[src/rtl/ternary_mac_sequencer.sv]
// ternary_mac_sequencer: phase sequencer for the ternary matrix-vector datapath (weight load, bit-serial multiply passes, result hand-off)
// Ports:
//   clk, rst          clock; synchronous active-high reset
//   start, abort      job request (honoured in IDLE only); job cancel
//   cfg_rows          weight rows to load; 0 or above MAX_OUT_LEN means MAX_OUT_LEN
//   cfg_passes        multiply passes per job; 0 means run until abort
//   in_valid/in_ready shared input bus handshake (weight rows, then activation slices)
//   load_ena/load_row weight loader write strobe and row index
//   mult_ena/mult_bit_sel multiplier accumulate strobe and bit index
//   out_valid/out_ready result hand-off handshake
//   busy, done        not-IDLE flag; one-cycle normal-completion pulse
module ternary_mac_sequencer #(
    parameter int MAX_IN_LEN   = 8,
    parameter int MAX_OUT_LEN  = 4,
    parameter int BIT_WIDTH    = 8,
    parameter int MULT_LATENCY = 2
) (
    input  logic       clk,
    input  logic       rst,
    input  logic       start,
    input  logic       abort,
    input  logic [2:0] cfg_rows,
    input  logic [7:0] cfg_passes,
    input  logic       in_valid,
    output logic       in_ready,
    output logic       load_ena,
    output logic [2:0] load_row,
    output logic [2:0] mult_bit_sel,
    output logic       mult_ena,
    output logic       out_valid,
    input  logic       out_ready,
    output logic       busy,
    output logic       done
);
    if (MAX_IN_LEN < 1 || MAX_OUT_LEN < 1 || MAX_OUT_LEN > 7 || BIT_WIDTH < 2 || BIT_WIDTH > 8 ||
        MULT_LATENCY < 0 || MULT_LATENCY > 7) begin : g_param_check
        $error("ternary_mac_sequencer: illegal parameter value");
    end

    typedef enum logic [2:0] {S_IDLE, S_LOAD, S_MULT, S_WAIT, S_OUTPUT} state_e;

    state_e     state_q, state_d;
    logic [2:0] rows_q, rows_d;
    logic [7:0] passes_q, passes_d;
    logic [2:0] row_q, row_d;
    logic [2:0] bit_q, bit_d;
    logic [2:0] lat_q, lat_d;
    logic [7:0] pass_q, pass_d;
    logic       done_q, done_d;
    logic       out_valid_q, out_valid_d;
    logic [2:0] eff_rows;

    assign eff_rows = (cfg_rows == 3'd0 || cfg_rows > 3'(MAX_OUT_LEN)) ? 3'(MAX_OUT_LEN) : cfg_rows;

    always_ff @(posedge clk) begin
        if (rst) begin
            state_q     <= S_IDLE;
            rows_q      <= '0;
            passes_q    <= '0;
            row_q       <= '0;
            bit_q       <= '0;
            lat_q       <= '0;
            pass_q      <= '0;
            done_q      <= 1'b0;
            out_valid_q <= 1'b0;
        end else begin
            state_q     <= state_d;
            rows_q      <= rows_d;
            passes_q    <= passes_d;
            row_q       <= row_d;
            bit_q       <= bit_d;
            lat_q       <= lat_d;
            pass_q      <= pass_d;
            done_q      <= done_d;
            out_valid_q <= out_valid_d;
        end
    end

    always_comb begin
        state_d  = state_q;
        rows_d   = rows_q;
        passes_d = passes_q;
        row_d    = row_q;
        bit_d    = bit_q;
        lat_d    = lat_q;
        pass_d   = pass_q;
        done_d   = 1'b0;
        case (state_q)
            S_IDLE: begin
                if (start && !abort) begin
                    rows_d   = eff_rows;
                    passes_d = cfg_passes;
                    row_d    = '0;
                    bit_d    = '0;
                    lat_d    = '0;
                    pass_d   = '0;
                    state_d  = S_LOAD;
                end
            end
            S_LOAD: begin
                if (in_valid) begin
                    row_d   = (row_q == rows_q - 3'd1) ? 3'd0 : row_q + 3'd1;
                    state_d = (row_q == rows_q - 3'd1) ? S_MULT : S_LOAD;
                end
            end
            S_MULT: begin
                if (in_valid) begin
                    bit_d   = (bit_q == 3'(BIT_WIDTH - 1)) ? 3'd0 : bit_q + 3'd1;
                    state_d = (bit_q != 3'(BIT_WIDTH - 1)) ? S_MULT :
                              (MULT_LATENCY == 0) ? S_OUTPUT : S_WAIT;
                end
            end
            S_WAIT: begin
                lat_d   = (lat_q == 3'(MULT_LATENCY - 1)) ? 3'd0 : lat_q + 3'd1;
                state_d = (lat_q == 3'(MULT_LATENCY - 1)) ? S_OUTPUT : S_WAIT;
            end
            S_OUTPUT: begin
                if (out_ready) begin
                    pass_d = pass_q + 8'd1;
                    // passes_q == 0 runs forever; pass_q simply wraps
                    done_d  = (passes_q != 8'd0) && (pass_d == passes_q);
                    state_d = done_d ? S_IDLE : S_MULT;
                end
            end
            default: state_d = S_IDLE;
        endcase
        // abort discards any beat accepted in the same cycle
        if (abort && state_q != S_IDLE) begin
            state_d = S_IDLE;
            row_d   = '0;
            bit_d   = '0;
            lat_d   = '0;
            pass_d  = '0;
            done_d  = 1'b0;
        end
    end

    always_comb begin
        in_ready     = (state_q == S_LOAD) || (state_q == S_MULT);
        load_ena     = (state_q == S_LOAD) && in_valid;
        mult_ena     = (state_q == S_MULT) && in_valid;
        load_row     = row_q;
        mult_bit_sel = bit_q;
        busy         = (state_q != S_IDLE);
        out_valid_d  = (state_d == S_OUTPUT);
    end

    assign out_valid = out_valid_q;
    assign done      = done_q;
endmodule

[config.mk]
export PLATFORM = sky130hd
export DESIGN_NAME = ternary_mac_sequencer
export DESIGN_NICKNAME = d
export VERILOG_FILES = /design/src/rtl/ternary_mac_sequencer.sv
export SDC_FILE = /design/constraint.sdc
export NUM_CORES = 1
export LEC_CHECK = 0
export CORE_AREA = 2 2 74 76
export DETAILED_ROUTE_END_ITERATION = 8
export DIE_AREA = 0 0 76 78
export PLACE_DENSITY = 0.54
export SLEW_MARGIN = 20
export SYNTH_ARGS = -nofsm -noshare
export SYNTH_HDL_FRONTEND = slang
export SYNTH_SLANG_ARGS = --single-unit
[constraint.sdc]
create_clock -name clk -period 3.4 [get_ports clk]
set_input_delay 0.85 -clock clk [delete_from_list [all_inputs] [get_ports clk]]
set_output_delay 0.85 -clock clk [all_outputs]
set_load 0.02 [all_outputs]
Word-level counts from Yosys, hierarchy flattened
Index checks and enable logic that the tools add are counted.
W data, S select, Z words.
{ "op_classes": {"addsub": 5, "n_lt_le_gt_ge": 1, "n_eq_ne": 14, "muxes": 23, "bitwise_logic": 2, "reduce_logical": 23} }
{ "op_table": {"columns": ["operator", "count"], "rows": [
  ["$mux W3", 13],
  ["$pmux W3 S2", 3],
  ["$mux W8", 2],
  ["$pmux W8 S2", 1],
  ["$pmux W3 S5", 1],
  ["$add A3 B1 Y3 const B", 3],
  ["$eq A3 B3 Y1 const B", 3],
  ["$reduce_and A3 Y1", 3],
  ["$add A8 B1 Y8 const B", 1],
  ["$eq A8 B8 Y1", 1],
  ["$ne A2 B2 Y1 const B", 4],
  ["$reduce_bool A2 Y1", 4],
  ["$reduce_bool A8 Y1", 1],
  ["$eq A3 B1 Y1 const B", 2],
  ["$eq A3 B2 Y1 const B", 2],
  ["$logic_not A3 Y1", 2],
  ["$logic_and A1 B1 Y1", 5],
  ["$mux W2", 2],
  ["$reduce_and A2 Y1", 2],
  ["$reduce_or A4 Y1", 1],
  ["$eq A3 B3 Y1", 1],
  ["$gt A3 B3 Y1 const B", 1],
  ["$ne A3 B3 Y1 const B", 1],
  ["$reduce_bool A3 Y1", 1],
  ["6 further kinds", 8]
]} }
{ "totals": {"regBits": 33, "in_bits": 17, "output_inout_bits": 12, "word_cells": 77} }

Longest topological paths before layout
Gate-level depths: netlist (run 1).
{ "logic_depth": {"depth_word": 8, "depth_mapped": 7, "ltp_nobuf": 7} }

Worst setup path before layout (run 1)
No wires, ideal clock.
{ "synth_timing": {"path_kind": "input-to-output", "startpoint": "input port in_valid", "endpoint": "output port load_ena", "arrival_time_ns": 1.204, "required_ns": 2.550, "slack_ns": 1.346, "stages": 1, "n_path_buf": 0, "path_cell_list": "and4bb_1"} }
{ "synth_via": {"elab_chain_cells": 1} }
{ "synth_lines": {"columns": ["element", "line_no", "source"], "rows": [
  ["start: declaration", "24", "input logic in_valid,"],
  ["$logic_and A1 B1 Y1", "140", "load_ena = (state_q == S_LOAD) && in_valid;"],
  ["end: declaration", "26", "output logic load_ena,"]
]} }
No other way between the ends.

Worst setup path in the final report (run 1)
{ "layout_timing": {"startpoint": "input port in_valid", "endpoint": "output port mult_ena"} }
{ "layout_via": {"elab_chain_cells": 1} }
{ "layout_lines": {"columns": ["element", "line_no", "source"], "rows": [
  ["$logic_and A1 B1 Y1", "141", "mult_ena = (state_q == S_MULT) && in_valid;"],
  ["end: declaration", "29", "output logic mult_ena,"]
]} }
No other way between the ends.

==> results of run 1 <==
==> where the power goes <==
group / internal (mW) / switching [mW]
clock network: 0.142 / 0.150
logic: 0.0479 / 0.0470
registers: 0.394 / 0.00891
total: 0.584 / 0.206
==> state kept, by name, indices dropped and copies added (netlist names) <==
name / count
pass_q: 8
passes_q: 8
lat_q: 3
load_row: 3
mult_bit_sel: 3
rows_q: 3
state_q: 3
done: 1
out_valid: 1
==> worst paths after layout <==
| check | end | slack (ps) | cells past startpoint |
|---|---|---|---|
| worst max-delay path | mult_ena | 240 | 4 |
| worst min-delay path | passes_q[1]$_SDFFE_PP0P_ | 480 | 2 |
| worst max register to register | state_q[1]$_SDFF_PP0_ | 1410 | 6 |
| worst min register to register | passes_q[1]$_SDFFE_PP0P_ | 480 | 2 |
==> logic make-up (layout without fill, tap and decap cells) <==
logic type,Yosys count,after routing,share of synthesized area (%)
AOI/OAI and AO/OA,56,56,18.51
xor gates and xnor gates,13,13,6.454
adders and majority gates,6,6,4.255
buffers and inverters,19,45,4.539
DFF,33,33,37.45
muxes,2,2,1.135
and+or+nand+nor,94,94,27.66
==> per-stage QoR <==
| step | setup slack (ps) | cells | total power, mW | cell area [um^2] | hold slack [ps] |
|---|---|---|---|---|---|
| 2_1_floorplan | 1346 | 223 | 0.4680 | 1764 | 449.5 |
| 3_3_place_gp | 251.6 | 311 | 0.5072 | 2093 | 466.3 |
| 3_5_place_dp | 235.8 | 311 | 0.5078 | 2093 | 469.1 |
| 4_1_cts | 235.6 | 319 | 0.8032 | 2176 | 479.6 |
| 5_1_grt | 173.5 | 319 | 0.8317 | 2176 | 518.2 |
| 6_report | 237.2 | 319 | 0.7905 | 2176 | 480.4 |
==> per-layer routing <==
layer | global-route usage (%) | share of wire, % | vias up
li1 | - | - | 836
met1 | 17.58 | 50 | 723
met2 | 22.32 | 45 | 35
met3 | 4.419 | 4.5 | 2
met4 | 5.455 | 0.53 | 0
met5 | 0 | 0 | -
==> worst register-to-register path: cells and delay by family, from the launching register on <==
kind            cells  cell delay [ps]
compound gates      2              500
fa+ha+maj           1              360
flops               1              440
simple gates        3              580
==> layout make-up <==
class,count,area [um^2]
tap,70,87.58
timing repair buffer,30,295.3
sequential,33,660.6
clock buffer,6,72.57
multi-input combinational,171,1023
clock inverter,2,10.01
inverter,7,26.28
fill,548,2867
==> cell usage in the layout, fill, tap and decap left out, types with 2 or more instances in the layout <==
cell type / count
a22oi_1: 2
or2_2: 2
nand2_1: 27
xor2_1: 3
clkdlybuf4s50_1: 28
and2_1: 3
or3_1: 3
nor2_1: 22
nand3_1: 8
o21bai_1: 2
clkinv_2: 2
buf_4: 2
o2bb2ai_1: 2
inv_1: 7
dfxtp_1: 33
and3_1: 5
a21oi_1: 29
o21ai_0: 11
nor3_1: 4
nand4b_1: 2
clkbuf_8: 5
mux2i_1: 2
a31oi_1: 3
nand3b_1: 4
ha_1: 6
xnor2_1: 10
nand4_1: 3
==> flow_metrics.py, run 1 <==
metrics = {
    "clocking": {
        "cts_tree": "built",
        "clk_pin_slew_ps": 70,
        "insertion_delay_ps": 280,
        "clock-sinks": 33,
        "clockBufferDepth": 2,
        "holdBufCountCts": 0,
        "numCtsBuffers": 5,
        "cts.root.buffer_cell": "clkbuf_8",
        "cts_resized": 0,
        "h-tree-depth": 2,
        "post_cts_buffers": 0,
    },
    "timing": {
        "slew_headroom_pct": 60.78,
        "tightestPinTransition_ps": 586.7,
        "period_share_pct": 93.02,
        "finalHoldViolCount": 0,
        "skew_ps": 6.030,
        "timing.fmax_mhz": 316.2,
        "rsz0062_at_grt": "false",
        "period_needed_ps": 3163,
        "setup_violations": 0,
        "drv_slew": 0,
        "fin_setup_tns_ps": 0,
    },
    "outcome": {
        "outcome": "finished, final reports clean",
    },
    "routing": {
        "num_vias": 1596,
        "antenna_left": 0,
        "vias_per_cell": 5.003,
        "remaining_drc_errors": 0,
        "drt_pass1_iterations": 4,
        "drt-total-wl_um": 3926,
        "dr.first_iter.drc_count": 139,
        "wire_per_inst_um": 12.31,
    },
    "yosys": {
        "ys_seq_area_share_pct": 37.45,
        "synth-edff-count": 0,
        "yosysTopAreaCell": "dfxtp_1",
        "syn_nets": 246,
        "netlist_instances": 223,
        "yosys_warnings": 0,
        "synth_top_flop_cell": "dfxtp_1",
        "synth_most_common_cell": "dfxtp_1",
        "ys_ff_latch": 33,
        "synth_top_area_share_pct": 37.45,
        "synth.avg_cell_area_um2": 7.911,
        "synth.distinct_cells": 44,
        "syn_area_mm2": 0.001764,
        "netlist_top_cells_area": "dfxtp_1 37%, a21oi_1 8.2%, nand2_1 5.7%",
        "synthTopCellsByCount": "33 x dfxtp_1, 29 x a21oi_1, 27 x nand2_1",
        "async_flop_share_pct": 0,
    },
    "hold_path": {
        "min_from": "passes_q[1]$_SDFFE_PP0P_",
        "holdCritPathClass": "reg -> reg",
    },
    "critical_path": {
        "path_cells": "clkdlybuf4s50_1 -> nand3b_1 -> inv_1 -> clkdlybuf4s50_1",
        "cp_slowest_cell": "clkdlybuf4s50_1",
        "path_class": "in -> out",
        "required_ps": 2550,
        "cp.arrival_ps": 2310,
        "worst_setup_path_end_kind": "output pin",
        "crit_path_max_incr_delay_ps": 620,
        "cp_common_cell": "clkdlybuf4s50_1",
        "start_kind": "primary input",
        "crit_buf_inv": 3,
        "path_max_fanout": 5,
        "crit_start": "in_valid",
        "cp_top_family": "buffers and inverters",
        "r2r_start": "pass_q[0]$_SDFFE_PP0P_",
    },
    "power": {
        "p_leak_nw": 0.7940,
        "p_per_area_mw_per_mm2": 363.3,
        "ir_drop_uv": 160.3,
    },
    "placed_design": {
        "gp_congestion": 0.8235,
        "dp_hpwl_um": 2867,
        "place.port_buffers": 28,
    },
    "floorplanning": {
        "dieArea_mm2": 0.005928,
        "start_util_pct": 34.99,
        "die_height_um": 78,
        "dieWidth_um": 76,
        "core_area_mm2": 0.005042,
        "ios": 29,
        "rows": 26,
    },
    "finish": {
        "area_growth_syn_to_layout_pct": 23.33,
        "nets": 271,
        "final_util_pct": 43.15,
        "drive_gt1_share_pct": 6.024,
        "diodes": 0,
    },
    "global_route": {
        "antenna_found_initial": 0,
        "grt_overflow": 0,
        "grt_pass1_vias": 1430,
        "grt_pass1_wl_um": 6713,
        "grt_use_total_pct": 13.97,
        "grt_max_degree": 15,
    },
    "flow_run": {
        "drv_cap": 0,
    },
}
Note: power is estimated with default switching activity, not from simulation.
==> run 2, diff against run 1 <==
--- a/config.mk
+++ b/config.mk
@@ -7,2 +7,3 @@
 export LEC_CHECK = 0
+export CAP_MARGIN = 20
 export CORE_AREA = 2 2 74 76
==> constraint.sdc (replaced) <==
create_clock -name clk -period 3.4 [get_ports clk]
set_input_delay 0.34 -clock clk [delete_from_list [all_inputs] [get_ports clk]]
set_output_delay 0.34 -clock clk [all_outputs]
set_load 0.02 [all_outputs]
==> run 2 against run 1 <==
Compared with the run above:
- sequential cell count is the same
- non-clock buffer count shrank 2
- final cell count shrank 0.63%
- critical endpoint unchanged
- largest cell class unchanged
==> flow_metrics.py, run 2 (synthesized netlist as in run 1, its figures left out) <==
metrics = {
    "outcome": {
        "outcome": "finished, final reports clean",
    },
    "clocking": {
        "clock-sinks": 33,
        "post_cts_buffers": 0,
        "holdBufCountCts": 0,
        "cts_resized": 0,
        "cts_tree": "built",
        "cts.root.buffer_cell": "clkbuf_8",
        "insertion_delay_ps": 290,
        "clockBufferDepth": 2,
        "clk_pin_slew_ps": 70,
        "h-tree-depth": 2,
        "numCtsBuffers": 5,
    },
    "finish": {
        "nets": 269,
        "largestRegisters": "pass_q x8, passes_q x8",
        "drive_gt1_share_pct": 5.263,
        "mostFrequentLayoutCells": "33 x dfxtp_1, 29 x a21oi_1, 28 x clkdlybuf4s50_1, 27 x nand2_1, 22 x nor2_1",
        "diodes": 0,
        "final_area_mm2": 0.002195,
        "final_common_cell": "dfxtp_1",
        "area_growth_syn_to_layout_pct": 24.40,
    },
    "timing": {
        "timing.fmax_mhz": 420.7,
        "period_share_pct": 69.91,
        "skew_ps": 9.620,
        "period_needed_ps": 2377,
        "tightestPinTransition_ps": 672.6,
        "fin_setup_tns_ps": 0,
        "drv_slew": 0,
        "finalHoldViolCount": 0,
        "setup_violations": 0,
        "slew_headroom_pct": 55.16,
        "rsz0062_at_grt": "false",
    },
    "critical_path": {
        "path_max_fanout": 5,
        "ff2ff_path_depth": 6,
        "cp_top_family": "buffers and inverters",
        "start_kind": "flip-flop",
        "r2r_slack_ps": 1400,
        "crit_buf_inv": 2,
        "path_cells": "nor2b_1 -> nand3b_1 -> inv_1 -> clkdlybuf4s50_1",
        "required_ps": 3060,
        "cp_num_cells": 4,
        "cp.arrival_ps": 2040,
        "worst_setup_path_end_kind": "output pin",
        "path_class": "reg -> out",
        "cp_slowest_cell": "clkdlybuf4s50_1",
        "crit_path_max_incr_delay_ps": 620,
    },
    "hold_path": {
        "holdCritPathClass": "reg -> reg",
        "holdPathStages": 2,
    },
    "power": {
        "p_comb_share_pct": 10.6,
        "p_leak_nw": 0.7976,
        "sw_frac_of_total_pct": 22.95,
        "p_switching_mw": 0.2024,
        "clkPwrFrac_pct": 43.7,
        "p_per_area_mw_per_mm2": 401.8,
        "ir_drop_uv": 191.0,
        "p_int_mw": 0.6794,
        "seq_power_share_pct": 45.7,
    },
    "routing": {
        "antenna_left": 0,
        "vias_per_cell": 5.060,
        "drt-total-wl_um": 3984,
        "wire_per_inst_um": 12.57,
        "drt_pass1_iterations": 4,
        "remaining_drc_errors": 0,
        "num_vias": 1604,
        "dr.first_iter.drc_count": 89,
    },
    "floorplanning": {
        "rows": 26,
        "dieWidth_um": 76,
        "ios": 29,
        "start_util_pct": 34.99,
        "core_area_mm2": 0.005042,
        "dieArea_mm2": 0.005928,
        "die_height_um": 78,
    },
    "global_route": {
        "grt_use_total_pct": 14.21,
        "grt_pass1_wl_um": 6817,
        "grt_pass1_vias": 1494,
        "grt_max_degree": 20,
        "antenna_found_initial": 0,
        "grt_overflow": 0,
    },
    "placed_design": {
        "gp_congestion": 0.7936,
        "dp_hpwl_um": 2892,
        "place_area_mm2": 0.002078,
        "place.port_buffers": 28,
    },
    "flow_run": {
        "drv_cap": 0,
    },
}
[run 2: worst min-delay path, stage by stage (launching register included)]
cell     delay (ps)
dfxtp_1         330
nand2_1          60
a21oi_1          50
[run 2: final cells by class]
class | instances | area, um^2
sequential | 33 | 660.6
timing repair buffer | 28 | 280.3
multi-input combinational | 171 | 1023
fill | 540 | 2848
tap | 70 | 87.58
clock buffer | 7 | 86.33
inverter | 7 | 26.28
clock inverter | 1 | 30.03
[run 2: through the flow]
| stage | util (%) | hold WS [ps] | cells | setup slack [ps] | power (mW) |
|---|---|---|---|---|---|
| 6_report | 43.52 | 485.3 | 317 | 1023 | 0.8818 |
| 5_1_grt | 43.52 | 516.0 | 317 | 897.2 | 0.9173 |
| 4_1_cts | 43.52 | 485.7 | 317 | 1014 | 0.8909 |
| 3_5_place_dp | 41.22 | 475.9 | 309 | 1085 | 0.5067 |
| 3_3_place_gp | 41.22 | 471.4 | 309 | 1193 | 0.5060 |
| 2_1_floorplan | - | 412.8 | 223 | 1616 | 0.4680 |
[run 2: worst paths after layout]
kind                            end                   start
max                        mult_ena   state_q[1]$_SDFF_PP0_
max reg2reg   state_q[1]$_SDFF_PP0_  pass_q[0]$_SDFFE_PP0P_
min          rows_q[0]$_SDFFE_PP0P_  rows_q[0]$_SDFFE_PP0P_
min reg2reg  rows_q[0]$_SDFFE_PP0P_  rows_q[0]$_SDFFE_PP0P_
[run 2: routing by layer]
metal / track usage [%] / part of all wire [%] / vias to the layer above
li1: - / - / 823
met1: 18.78 / 51 / 739
met2: 21.25 / 43 / 35
met3: 4.070 / 3.8 / 7
met4: 6.909 / 1.7 / 0
met5: 0 / 0 / -
[run 2: power groups by stage]
stage	registers, mW	clock network, mW	logic, mW
CTS	0.403	0.393	0.0945
global placement	0.412	0	0.0938
detailed placement	0.412	0	0.0943
floorplan	0.409	0	0.0590
global route	0.405	0.409	0.104
finish	0.403	0.385	0.0931
==> run 3, diff against run 2 <==
- clock period: 3.4 -> 2.32 ns (I/O delays scaled with it)
==> run 3 against run 2 <==
Compared with the run above:
- combinational power is 56% higher
- critical endpoint unchanged
- via count is 0.94% higher
- first-iteration DRC count is 24% higher
==> flow_metrics.py, run 3 (synthesized netlist as in run 1, its figures left out) <==
metrics = {
    "outcome": {
        "outcome": "finished, final reports clean",
    },
    "critical_path": {
        "required_ps": 2090,
        "path_max_fanout": 5,
        "start_kind": "flip-flop",
        "cp_slowest_cell": "clkdlybuf4s50_1",
        "path_class": "reg -> out",
        "cp_top_family": "buffers and inverters",
        "crit_path_max_incr_delay_ps": 610,
        "path_cells": "nor2b_2 -> nand3b_1 -> inv_1 -> clkdlybuf4s50_1",
        "cp.arrival_ps": 1940,
        "crit_buf_inv": 2,
        "worst_setup_path_end_kind": "output pin",
    },
    "clocking": {
        "cts.root.buffer_cell": "clkbuf_8",
        "holdBufCountCts": 0,
        "cts_tree": "built",
        "numCtsBuffers": 5,
        "insertion_delay_ps": 280,
        "clockBufferDepth": 2,
        "clk_pin_slew_ps": 70,
        "clock-sinks": 33,
        "h-tree-depth": 2,
    },
    "hold_path": {
        "holdCritPathClass": "reg -> reg",
    },
    "global_route": {
        "grt_overflow": 0,
        "grt_pass1_wl_um": 7100,
        "grt_use_total_pct": 15.00,
        "grt_pass1_vias": 1443,
        "grt_max_degree": 17,
        "antenna_found_initial": 0,
    },
    "routing": {
        "num_vias": 1619,
        "antenna_left": 0,
        "remaining_drc_errors": 0,
        "vias_per_cell": 5.012,
        "wire_per_inst_um": 12.74,
        "drt_pass1_iterations": 4,
        "drt-total-wl_um": 4116,
        "dr.first_iter.drc_count": 110,
    },
    "floorplanning": {
        "rows": 26,
        "dieArea_mm2": 0.005928,
        "core_area_mm2": 0.005042,
        "die_height_um": 78,
        "start_util_pct": 34.99,
        "ios": 29,
        "dieWidth_um": 76,
    },
    "timing": {
        "period_share_pct": 93.54,
        "fin_setup_tns_ps": 0,
        "period_needed_ps": 2170,
        "skew_ps": 5.440,
        "tightestPinTransition_ps": 478.8,
        "slew_headroom_pct": 67.96,
        "rsz0062_at_grt": "false",
        "finalHoldViolCount": 0,
        "setup_violations": 0,
        "drv_slew": 0,
        "timing.fmax_mhz": 460.8,
    },
    "placed_design": {
        "dp.cells": 315,
        "dp_hpwl_um": 3078,
        "place.port_buffers": 28,
        "gp_congestion": 0.7608,
    },
    "finish": {
        "diodes": 0,
        "mostFrequentLayoutCells": "33 x dfxtp_1, 29 x a21oi_1, 28 x clkdlybuf4s50_1, 27 x nand2_1, 22 x nor2_1",
        "nets": 275,
        "largestRegisters": "pass_q x8, passes_q x8",
        "area_growth_syn_to_layout_pct": 25.18,
        "drive_gt1_share_pct": 7.905,
        "final_common_cell": "dfxtp_1",
        "final_cells": 323,
    },
    "power": {
        "p_leak_nw": 0.8128,
        "ir_drop_uv": 320.3,
        "p_per_area_mw_per_mm2": 522.3,
    },
    "flow_run": {
        "drv_cap": 0,
    },
}
run 3: changes by cell type in the layout (fill, tap and decap cells not counted):
cell	delta
buf_4	+6
nor2b_2	+1
clkbuf_8	-1
nor2b_1	-1
bufinv_16	-1
clkinv_2	+2
run 3: path summary, 6_finish.rpt:
kind,from,end,slack (ps),cells after the start
max,state_q[1]$_SDFF_PP0_,mult_ena,150,4
min,passes_q[1]$_SDFFE_PP0P_,passes_q[1]$_SDFFE_PP0P_,490,2
max reg2reg,pass_q[0]$_SDFFE_PP0P_,state_q[1]$_SDFF_PP0_,430,6
min reg2reg,passes_q[1]$_SDFFE_PP0P_,passes_q[1]$_SDFFE_PP0P_,490,2
run 3: where the power goes:
group          internal [mW]  leakage (nW)  switching [mW]  total (mW)
logic                 0.0728         0.501          0.0718       0.145
clock network          0.208        0.0450           0.209       0.417
registers              0.578         0.267          0.0136       0.592
total                  0.859         0.813           0.295        1.15
run 3: worst reg2reg max path: cells and delay by family, from the launching register on:
family / cells / cell delay, ps
AO/OA/AOI/OAI: 2 / 480
adder cells (fa/ha/maj): 1 / 340
flip-flops: 1 / 430
AND/OR/NAND/NOR: 3 / 530
run 3: per-layer routing:
layer	share of wire, %	global-route usage [%]
met3	5.5	3.605
met5	0	0
met4	1.5	6.000
met1	51	21.44
met2	42	21.61
run 3: cell type report:
| cell class | instances | area, um^2 |
|---|---|---|
| Timing Repair Buffer | 34 | 325.3 |
| Clock inverter | 2 | 10.01 |
| Tap cell | 70 | 87.58 |
| Fill cell | 525 | 2834 |
| Inverter | 7 | 26.28 |
| Multi-Input combinational cell | 171 | 1026 |
| Sequential cell | 33 | 660.6 |
| Clock buffer | 6 | 72.57 |
run 3: what timing repair did:
item / CTS / global route
resized for setup: 0 / 1
buffers inserted: 0 / 0
endpoints found under the hold margin: 0 / 0
endpoints found under the setup margin: 0 / 1
run 3: through the flow:
step           util, %  setup slack (ps)  area (um^2)  power, mW  hold slack, ps
2_1_floorplan        -             535.6         1764     0.6859           304.8
3_3_place_gp     42.11             422.0         2123     0.7496           469.6
3_5_place_dp     42.11             406.0         2123     0.7497           473.3
4_1_cts          43.75             88.97         2206      1.169           483.0
5_1_grt          43.80             12.09         2208      1.213           498.6
6_report         43.80             149.9         2208      1.153           487.4
==> edit: new RTL, settings of run 3 <==
Register the input `cfg_passes` before use, with the module's reset. The logic sees it one clock later. The other inputs are not delayed to match.
--- a/src/rtl/ternary_mac_sequencer.sv
+++ b/src/rtl/ternary_mac_sequencer.sv
@@ -32,6 +32,17 @@
     output logic       busy,
     output logic       done
 );
+
+    logic [7:0] cfg_passes_q;
+
+    always_ff @(posedge clk) begin
+        if (rst) begin
+            cfg_passes_q <= '0;
+        end else begin
+            cfg_passes_q <= cfg_passes;
+        end
+    end
+
     if (MAX_IN_LEN < 1 || MAX_OUT_LEN < 1 || MAX_OUT_LEN > 7 || BIT_WIDTH < 2 || BIT_WIDTH > 8 ||
         MULT_LATENCY < 0 || MULT_LATENCY > 7) begin : g_param_check
         $error("ternary_mac_sequencer: illegal parameter value");
@@ -89,7 +100,7 @@
             S_IDLE: begin
                 if (start && !abort) begin
                     rows_d   = eff_rows;
-                    passes_d = cfg_passes;
+                    passes_d = cfg_passes_q;
                     row_d    = '0;
                     bit_d    = '0;
                     lat_d    = '0;
Check against the original RTL: same outputs for any inputs over 10 cycles, from zero or initial values and one cycle with rst high; that may be too few to reach the edited logic, so the function may still have changed.
==> edit against run 3 <==
- wire length up 11%
- synthesized area rose by 18%
- utilization grew 6.3 points
- total power grew 27%
- maximum frequency grew 2.9%
- first-iteration DRC count decreased by 21%
- non-clock buffer count unchanged
- design area is 14% higher
- via count is 10% higher
- worst setup slack improved by 0.061 ns
- clock power is 41% higher
- sequential cell count grew 8
- critical endpoint is now load_ena
- largest cell class unchanged
- highest routed layer unchanged
==> edit: results (changes against run 3) <==
run_status: "finished clean"
grt_pass1_wl_mm: 7.78  # +9.6%
layout.filler_cells: 521  # -0.76%
detailedPlacementHpwl_mm: 3.36  # +9.0%
yosys-top-cells-area: "sky130_fd_sc_hd__dfxtp_1 (39%), sky130_fd_sc_hd__a21oi_1 (6.5%), sky130_fd_sc_hd__nand2_1 (5.6%)"
max_slew.worst_pin.slew_ns: 0.611  # +0.132 ns
place.gp.congestion: 0.849  # +12%
clk-insertion-delay-late_ns: 0.30  # +0.02 ns
yosysSeqAreaShare_pct: 39.5  # +2.0 points
layout.buffer.nonclock.area_share_pct: 12.9  # -1.8 points
fin_nets: 304  # +11%
fin_hold_ws_ns: 0.432  # -0.0556 ns
clkTransAtPathRegs_ns: 0.09  # +0.02 ns
ff2ff_setup_slack_ns: 0.31  # -0.12 ns
hold_depth: 2  # unchanged
drtIter0Drc: 87  # -21%
grt.met3_usage_pct: 3.84  # +0.23 points
globalRouteTotalUtil_pct: 16.1  # +1.1 points
multiInputCombCellCount: 193  # +13%
fin_skew_ns: 0.0106  # +0.00517 ns
grt_pass1_vias: 1677  # +16%
grt_start_max_net_pins: 20  # +3
numClockSinks: 41  # +24%
power.leakage_nw: 0.920  # +13%
multi_input_area_share_pct: 45.7  # -0.77 points
synth_commonest_cells: "sky130_fd_sc_hd__dfxtp_1 (41), sky130_fd_sc_hd__nand2_1 (31), sky130_fd_sc_hd__a21oi_1 (27)"
met1_usage_pct: 21.3  # -0.16 points
largest_registers: "cfg_passes_q x8, pass_q x8, passes_q x8"
via_count: 1787  # +10%
cp_max_fo: 9  # +4
vdd_ir_drop_max_v: 0.000353  # +10%
drive_gt1_share_pct: 6.03  # -1.9 points
clockNetworkAreaShare_pct: 4.56  # +0.82 points
use_met2_pct: 26.1  # +4.5 points
syn_nets: 276  # +12%
==> edit: cell types whose count changed in the layout (fill, tap and decap cells not counted), sizes merged, moves of 2 or more <==
cell	change
nor2b	+14
dfxtp	+8
nand2	+4
nor3b	+4
nand4	-3
a211oi	+2
a32oi	+2
nand3	-2
o21bai	-2
==> edit: power breakdown <==
group | internal (mW) | switching (mW)
combinational | 0.0735 | 0.0735
sequential | 0.720 | 0.0110
clock | 0.322 | 0.268
==> edit: path summary, 6_finish.rpt <==
path	startpoint	to
worst max-delay path	state_q[0]	load_ena
worst min-delay path	cfg_passes_q[3]	passes_q[3]
worst max register to register	pass_q[0]	state_q[1]
worst min register to register	cfg_passes_q[3]	passes_q[3]
==> edit: kinds of logic (layout without fill, tap and decap cells) <==
| family | count (synthesis) | count (layout) | share of synthesized area [%] |
|---|---|---|---|
| and+or+nand+nor | 114 | 114 | 28.9 |
| xor gates and xnor gates | 11 | 11 | 4.63 |
| adders and majority gates | 6 | 6 | 3.61 |
| AOI/OAI and AO/OA | 61 | 61 | 17.8 |
| DFF | 41 | 41 | 39.5 |
| muxes | 1 | 1 | 0.481 |
| buffers and inverters | 19 | 48 | 5.05 |
==> edit: per-layer routing <==
| metal | up-vias | routed length [um] |
|---|---|---|
| met4 | 0 | 43 |
| met2 | 33 | 2040 |
| met1 | 806 | 2300 |
| met5 | - | 0 |
| li1 | 943 | - |
| met3 | 5 | 178 |
==> edit: per-stage QoR <==
stage	util, %	setup WS (ns)	cells	cell area [um^2]
4_1_cts	50.1	0.184	352	2520
6_report	50.1	0.211	352	2520
2_1_floorplan	-	0.496	253	2080
3_3_place_gp	47.8	0.326	344	2410
3_5_place_dp	47.8	0.308	344	2410
5_1_grt	50.1	0.0922	352	2520
